[config.mk]
export PLATFORM = sky130hd
export DESIGN_NAME = fsk_phase_accum
export DESIGN_NICKNAME = d
export VERILOG_FILES = /design/src/rtl/fsk_pkg.sv /design/src/rtl/fsk_rate_sel.sv /design/src/rtl/fsk_phase_accum.sv
export SDC_FILE = /design/constraint.sdc
export NUM_CORES = 1
export LEC_CHECK = 0
export ABC_AREA = 1
export ABC_CLOCK_PERIOD_IN_PS = 2250
export BUFFER_PORTS_ARGS = -buffer_cell sky130_fd_sc_hd__buf_2
export CORE_UTILIZATION = 45
export DETAILED_ROUTE_END_ITERATION = 8
export PLACE_DENSITY = 0.81
export SLEW_MARGIN = 20
export SYNTH_ARGS = -nofsm -noshare
export SYNTH_HDL_FRONTEND = slang
export SYNTH_SLANG_ARGS = --single-unit
[constraint.sdc]
create_clock -name Clock -period 2.25 [get_ports Clock]
set_clock_uncertainty 0.2 [all_clocks]
set_input_delay 0.1125 -clock Clock [delete_from_list [all_inputs] [get_ports Clock]]
set_output_delay 0.1125 -clock Clock [all_outputs]
set_load 0.05 [all_outputs]
[src/rtl/fsk_pkg.sv]
// Shared widths, phase type and FSK source encodings for the FSK phase accumulator.
package fsk_pkg;

    localparam int PHASE_W = 42;
    localparam int ADDR_W  = 14;

    typedef logic [PHASE_W-1:0] phase_t;

    localparam logic FSK_SRC_INT = 1'b0;
    localparam logic FSK_SRC_EXT = 1'b1;

endpackage

[src/rtl/fsk_rate_sel.sv]
// FSK selection: internal rate timer, external-pin synchronizer and the FskSel register.
module fsk_rate_sel
    import fsk_pkg::*;
#(
    parameter int RATE_W = 32
) (
    input  logic              Clock,
    input  logic              Reset,
    input  logic              En,
    input  logic              PhaseRst,
    input  logic              FskEn,
    input  logic              FskSrc,
    input  logic              FskExt,
    input  logic [RATE_W-1:0] RateDiv,
    output logic              FskSel
);

    logic [RATE_W-1:0] cnt;
    logic              sync1, sync2;
    logic              fsk_en_q, fsk_src_q;
    logic              mode_chg;

    assign mode_chg = (FskEn != fsk_en_q) || (FskSrc != fsk_src_q);

    // NOTE: every register here is assigned with <= so all flops sample the same pre-edge values.
    always_ff @(posedge Clock) begin
        if (!Reset) begin
            cnt       <= '0;
            sync1     <= 1'b0;
            sync2     <= 1'b0;
            fsk_en_q  <= 1'b0;
            fsk_src_q <= 1'b0;
            FskSel    <= 1'b0;
        end else begin
            sync1     <= FskExt;
            sync2     <= sync1;
            fsk_en_q  <= FskEn;
            fsk_src_q <= FskSrc;
            if (!FskEn) begin
                cnt    <= '0;
                FskSel <= 1'b0;
            end else if (FskSrc == FSK_SRC_EXT) begin
                // External mode ignores En and PhaseRst; the timer idles at zero.
                cnt    <= '0;
                FskSel <= sync2;
            end else if (PhaseRst) begin
                cnt    <= '0;
                FskSel <= 1'b0;
            end else if (mode_chg) begin
                cnt <= '0;
            end else if (En) begin
                if (cnt == RateDiv) begin
                    cnt    <= '0;
                    FskSel <= ~FskSel;
                end else begin
                    cnt <= cnt + RATE_W'(1);
                end
            end
        end
    end

endmodule

[src/rtl/fsk_phase_accum.sv]
// Phase-continuous FSK DDS phase accumulator with waveform address and wrap strobe.
// Optional build macro FSK_PHASE_OFFSET_EN adds a registered PhaseOff address offset.
module fsk_phase_accum #(
    parameter int PHASE_W = fsk_pkg::PHASE_W,
    parameter int ADDR_W  = fsk_pkg::ADDR_W,
    parameter int RATE_W  = 32
) (
    input  logic               Clock,
    input  logic               Reset,
    input  logic               En,
    input  logic               PhaseRst,
`ifdef FSK_PHASE_OFFSET_EN
    input  logic [ADDR_W-1:0]  PhaseOff,
`endif
    input  logic [PHASE_W-1:0] Inc0,
    input  logic [PHASE_W-1:0] Inc1,
    input  logic               FskEn,
    input  logic               FskSrc,
    input  logic               FskExt,
    input  logic [RATE_W-1:0]  RateDiv,
    output logic [PHASE_W-1:0] Phase,
    output logic [ADDR_W-1:0]  Addr,
    output logic               FskSel,
    output logic               Wrap
);

    logic [PHASE_W-1:0] phase_q;
    logic [PHASE_W-1:0] inc_reg;
    logic [PHASE_W:0]   sum;
    logic               wrap_q;
    logic               fsk_sel;

    fsk_rate_sel #(
        .RATE_W (RATE_W)
    ) u_rate_sel (
        .Clock    (Clock),
        .Reset    (Reset),
        .En       (En),
        .PhaseRst (PhaseRst),
        .FskEn    (FskEn),
        .FskSrc   (FskSrc),
        .FskExt   (FskExt),
        .RateDiv  (RateDiv),
        .FskSel   (fsk_sel)
    );

    assign sum = {1'b0, phase_q} + {1'b0, inc_reg};

    // inc_reg decouples the increment mux from the adder; switching only changes
    // the step size, so the phase never jumps.
    always_ff @(posedge Clock) begin
        if (!Reset) begin
            phase_q <= '0;
            inc_reg <= '0;
            wrap_q  <= 1'b0;
        end else begin
            inc_reg <= fsk_sel ? Inc1 : Inc0;
            if (PhaseRst) begin
                phase_q <= '0;
                wrap_q  <= 1'b0;
            end else if (En) begin
                phase_q <= sum[PHASE_W-1:0];
                wrap_q  <= sum[PHASE_W];
            end else begin
                wrap_q  <= 1'b0;
            end
        end
    end

    assign Phase  = phase_q;
    assign FskSel = fsk_sel;

`ifdef FSK_PHASE_OFFSET_EN
    logic [ADDR_W-1:0] addr_q;
    logic              wrap_d;

    always_ff @(posedge Clock) begin
        if (!Reset) begin
            addr_q <= '0;
            wrap_d <= 1'b0;
        end else begin
            addr_q <= phase_q[PHASE_W-1 -: ADDR_W] + PhaseOff;
            wrap_d <= wrap_q;
        end
    end

    assign Addr = addr_q;
    assign Wrap = wrap_d;
`else
    assign Addr = phase_q[PHASE_W-1 -: ADDR_W];
    assign Wrap = wrap_q;
`endif

endmodule

# == After elaboration in Yosys (flattened, before gate mapping) ==
# Index checks and enable logic that the tools add are counted.
# word_totals
regBits,122
input_bits,123
# op_classes
n_mux,7
bitwise,4
n_eq_ne,4
n_reduce_logical,8
add_sub_neg,2
# op_table
operator,n
$add 42x42->43,1
$mux 42,1
$add 32x1->32 const B,1
$eq 32x32->1,1
$mux 32,1
$reduce_bool 3->1,2
$mux 1,5
$reduce_or 5->1,1
$not 1->1,4
$ne 3x3->1 const B,1
$reduce_and 3->1,1
$reduce_or 3->1,1
$ne 1x1->1,2
$reduce_and 2->1,1
$reduce_or 2->1,1
$logic_or 1x1->1,1

# == Logic depth before layout (Yosys ltp) ==
# depth
depth_word,6
ltp_mapped,16

# == Hierarchy ==
# A second synthesis with hierarchy kept.
# unflattened
hier_cells,1534
area_unflattened_um2,9026.2
# by_module_without_submodules
module,cells_each,instances,area_per_inst_um2
fsk_phase_accum,1080,1,6346.1
fsk_rate_sel,454,1,2680.1

# == Worst setup path after synthesis ==
# Ideal clock, no wire load.
# synth_timing
path_kind,register to register
from,"register phase_q[0], in the netlist Phase[0]"
to,"register phase_q[40], in the netlist Phase[40]"
synth_period_minus_slack_ns,2.556
t_arrival_ns,2.238
stages_incl_launch_ff,16
setup_time_ns,0.118
setup_slack_ns,-0.306
cell_sequence,dfxtp_1 ha_1 inv_1 fa_1 inv_1 nand3_1 nand2_1 nand2_1 nand2_1 nand2_1 nand3_1 nand2_1 nand3_1 nand2_1 nor2_1 nor2_1
# synth_between
elab_chain_len,1
# synth_rtl
item,line,rtl
from (decl),fsk_phase_accum.sv:27,logic [PHASE_W-1:0] phase_q;
from (signal assigned),fsk_phase_accum.sv:62,phase_q <= sum[PHASE_W-1:0];
$add 42x42->43,fsk_phase_accum.sv:47,"assign sum = {1'b0, phase_q} + {1'b0, inc_reg};"
# Every way passes these cells.
# A chain may end at the register's enable or synchronous reset.

# == Worst setup path in the final report ==
# layout_timing
from,"register phase_q[5], in the netlist Phase[5]"
to,"register phase_q[15], in the netlist Phase[15]"
# The elaborated chain is that of the path after synthesis.

==> qor.csv <==
stage;metric;value;unit
timing;fmax;0.466;GHz
worst_setup_path;r2r_slack;0.11;ns
timing;setup_viol;0;
route;drc;0;
synth;synth-edff-count;0;
layout;fillers;1724;
layout;drive_gt1_frac;0.222;
worst_setup_path;crit_start;Phase[5];
die;core;19500;um2
power;internal_power;0.00434;W
worst_setup_path;path_class;reg -> reg;
global_route;grt.busiest_layer;met2;
global_route;grt_overflow;0;
cts;clk_latency;0.43;ns
place;placed_cell_area;10500;um2
worst_hold_path;worstHoldPathType;in -> reg;
job;max_cap_viol_count;0;
synth;synth_warnings;0;
timing;rsz0062_at_grt;true;
power;clkPwrFrac;0.413;
synth;syn_area_per_cell;6.04;um2
timing;post-route-min-period;2.14;ns
cts;cts_root_buf;clkbuf_16;
layout;syn2layout_area_growth;38.8;%
route;firstDrtPassIters;8;
layout;nets;1962;
cts;clockBufferDepth;2;
worst_setup_path;crit_buf_inv;3;
route;vias;10200;
worst_setup_path;r2r-start;Phase[5];
route;routed_via_density;4.90;
power;p_comb_frac;0.215;
synth;synth_cell_types;41;
synth;async_flop_share;0;
synth;ys_seq_area_frac;0.274;
worst_setup_path;endpoint;Phase[15];
power;power_density;505;nW/um2
synth;syn_area;8910;um2
die;initial_core_util;0.458;
timing;timing.final.crit_share;0.953;
power;p_leak;6.39;nW
die;die_height;143;um
power;power.switching;0.00191;W
power;ir_drop;0.524;mV
cts;numCtsBuffers;17;
place;dp_hpwl;20600;um
global_route;antenna_found_initial;0;
worst_hold_path;hold_path_depth;10;
route;routed_wl;28700;um
worst_setup_path;required;2.37;ns
die;dieWidth;143;um
die;die_area;20400;um2
global_route;met1_usage;0.349;
layout;final_cell_mix;375 x nand2_1, 264 x nor2_1, 218 x inv_1, 180 x buf_2, 114 x dfxtp_1;
route;ant_nets;0;
synth;synth_cells;1475;
layout;final_common_cell;nand2_1;
layout;fin_area;12400;um2
worst_setup_path;path_max_fanout;4;
cts;htreeDepth;4;
global_route;grt_pass1_vias;9466;
worst_setup_path;rr_worst_depth;11;
worst_setup_path;crit_chain;ha_4 -> nand2_1 -> inv_1 -> a21oi_2 -> nand2_1 -> buf_4 -> nand3_1 -> nand3_1 -> xor2_1 -> o21ai_0 -> inv_1;
worst_setup_path;reg2reg_to;Phase[15];
cts;cts_tree;yes;
synth;synthesis.nets;1642;
place;place.port_buffers;180;
worst_setup_path;critPathMaxStageDelay;0.34;ns
power;swShare;0.306;
place;gp_congestion;0.936;
timing;worst_pin_slew;0.860;ns
global_route;grt_pass1_wl;45100;um
run_status;status;completed;
cts;clock_sinks;122;
worst_setup_path;cp_top_family;simple AND/OR/NAND/NOR gates;
timing;setup-tns-final;0;ns
worst_setup_path;cp.depth;11;
worst_setup_path;crit_path_top_delay_cell;dfxtp_2;
timing;slew_viol_final;0;
layout;antenna_cells;0;
die;floorplan.rows;51;
global_route;grt_use_met3;0.0506;
worst_setup_path;critical_path_arrival;2.26;ns
timing;finalHoldViolCount;0;
worst_setup_path;end_kind;flip-flop;
synth;synthFlopType;dfxtp_1;
global_route;grt_util_all_layers;0.283;
worst_setup_path;worstSetupStartpointType;flip-flop;
power;seq_power_share;0.372;
die;ios;181;
timing;slew_headroom;0.426;
global_route;grt_start_max_net_pins;54;
cts;clk_pin_slew;0.06;ns
synth;ys_ff_latch;122;
global_route;use_met2;0.493;
route;drt_iter0_markers;660;
route;routedWlPerCell;13.8;um
==> stage by stage <==
step	setup slack, ns	power [W]	hold WS (ns)	utilization	cells
detailed placement	-0.0523	0.00345	0.101	0.539	1947
global route	-0.0570	0.00650	0.123	0.635	2073
floorplan	0.00480	0.00307	0.00595	-	1475
finish	0.106	0.00625	0.0770	0.635	2073
global placement	-0.0505	0.00343	0.104	0.539	1947
CTS	0.0000564	0.00619	0.0759	0.620	2072
==> power groups by stage <==
stage	Sequential (W)	Combinational, W	Clock, W
CTS	0.00231	0.00126	0.00261
finish	0.00233	0.00134	0.00258
detailed placement	0.00235	0.00110	0
global route	0.00234	0.00147	0.00270
global placement	0.00235	0.00108	0
floorplan	0.00246	0.000605	0
==> final cells by class <==
| cell class | count | area (um2) | area share |
|---|---|---|---|
| clock inverters | 13 | 103 | 0.00830 |
| clock buffers | 19 | 433 | 0.0350 |
| repair buffers | 349 | 2410 | 0.195 |
| multi-input cells | 1080 | 5790 | 0.468 |
| well taps | 265 | 332 | 0.0268 |
| inverters | 225 | 845 | 0.0683 |
| flip-flops and latches | 122 | 2450 | 0.198 |
==> routing by layer <==
metal	vias up	wire, um
met5	-	0
met4	0	777
met3	55	1500
met2	316	13700
met1	4581	12700
li1	5203	-
==> worst min path at each step <==
stage	startpoint	slack, ns	endpoint
CTS	RateDiv[31]	0.08	u_rate_sel.FskSel
floorplan	FskSrc	0.006	u_rate_sel.fsk_src_q
global route	RateDiv[31]	0.12	u_rate_sel.FskSel
global placement	FskExt	0.10	u_rate_sel.sync1
finish	RateDiv[31]	0.08	u_rate_sel.FskSel
detailed placement	FskExt	0.10	u_rate_sel.sync1
==> cell families (layout without fill, tap and decap cells) <==
logic type      count (synthesis)  count (layout)  synth area share
simple gates                  826             826             0.395
buf+inv                       273             606             0.124
fa+ha+maj                      44              44            0.0626
flops                         122             122             0.274
compound gates                156             156            0.0913
xor+xnor                       54              54            0.0531
==> timing repair <==
action / 4_1_cts / 5_1_grt
hold endpoints to repair: 53 / 0
endpoints found under the setup margin: 12 / 30
hold buffers: 93 / 0
pin swaps: 2 / 8
setup buffers: 0 / 1
cloned: 0 / 0
resized for setup: 18 / 62
==> synth_stat cells, types with 2 or more instances <==
| cell | number | area share |
|---|---|---|
| nand3_1 | 68 | 0.038 |
| nand3_2 | 2 | 0.0022 |
| nand2_2 | 6 | 0.0042 |
| xor2_1 | 21 | 0.021 |
| dfxtp_1 | 122 | 0.27 |
| nor3_1 | 23 | 0.013 |
| inv_2 | 6 | 0.0025 |
| xnor2_1 | 33 | 0.032 |
| nand3b_1 | 2 | 0.0017 |
| nor3b_2 | 5 | 0.0070 |
| nand2_1 | 390 | 0.16 |
| a21oi_1 | 56 | 0.031 |
| nor2_1 | 276 | 0.12 |
| a21boi_0 | 2 | 0.0017 |
| nor2_4 | 8 | 0.010 |
| nand2_4 | 3 | 0.0038 |
| clkbuf_1 | 27 | 0.011 |
| o21bai_1 | 5 | 0.0042 |
| inv_1 | 218 | 0.092 |
| nor2_2 | 6 | 0.0042 |
| buf_4 | 18 | 0.015 |
| a31oi_1 | 4 | 0.0028 |
| or2_0 | 3 | 0.0021 |
| ha_1 | 43 | 0.060 |
| a21o_1 | 2 | 0.0017 |
| o21ai_0 | 86 | 0.048 |
| nor4_1 | 4 | 0.0028 |
| nor3b_1 | 2 | 0.0017 |
| nand4_1 | 19 | 0.013 |
| nor3_2 | 4 | 0.0045 |
==> worst register-to-register path, delay by kind of cell, from the launching register on <==
kind                       cells  cell delay [ns]
AOI/OAI and AO/OA              2             0.35
xor gates and xnor gates       1             0.16
adders and majority gates      1             0.26
buffers and inverters          3             0.31
DFF                            1             0.34
and+or+nand+nor                4             0.41
(Power assumes the default switching activity.)
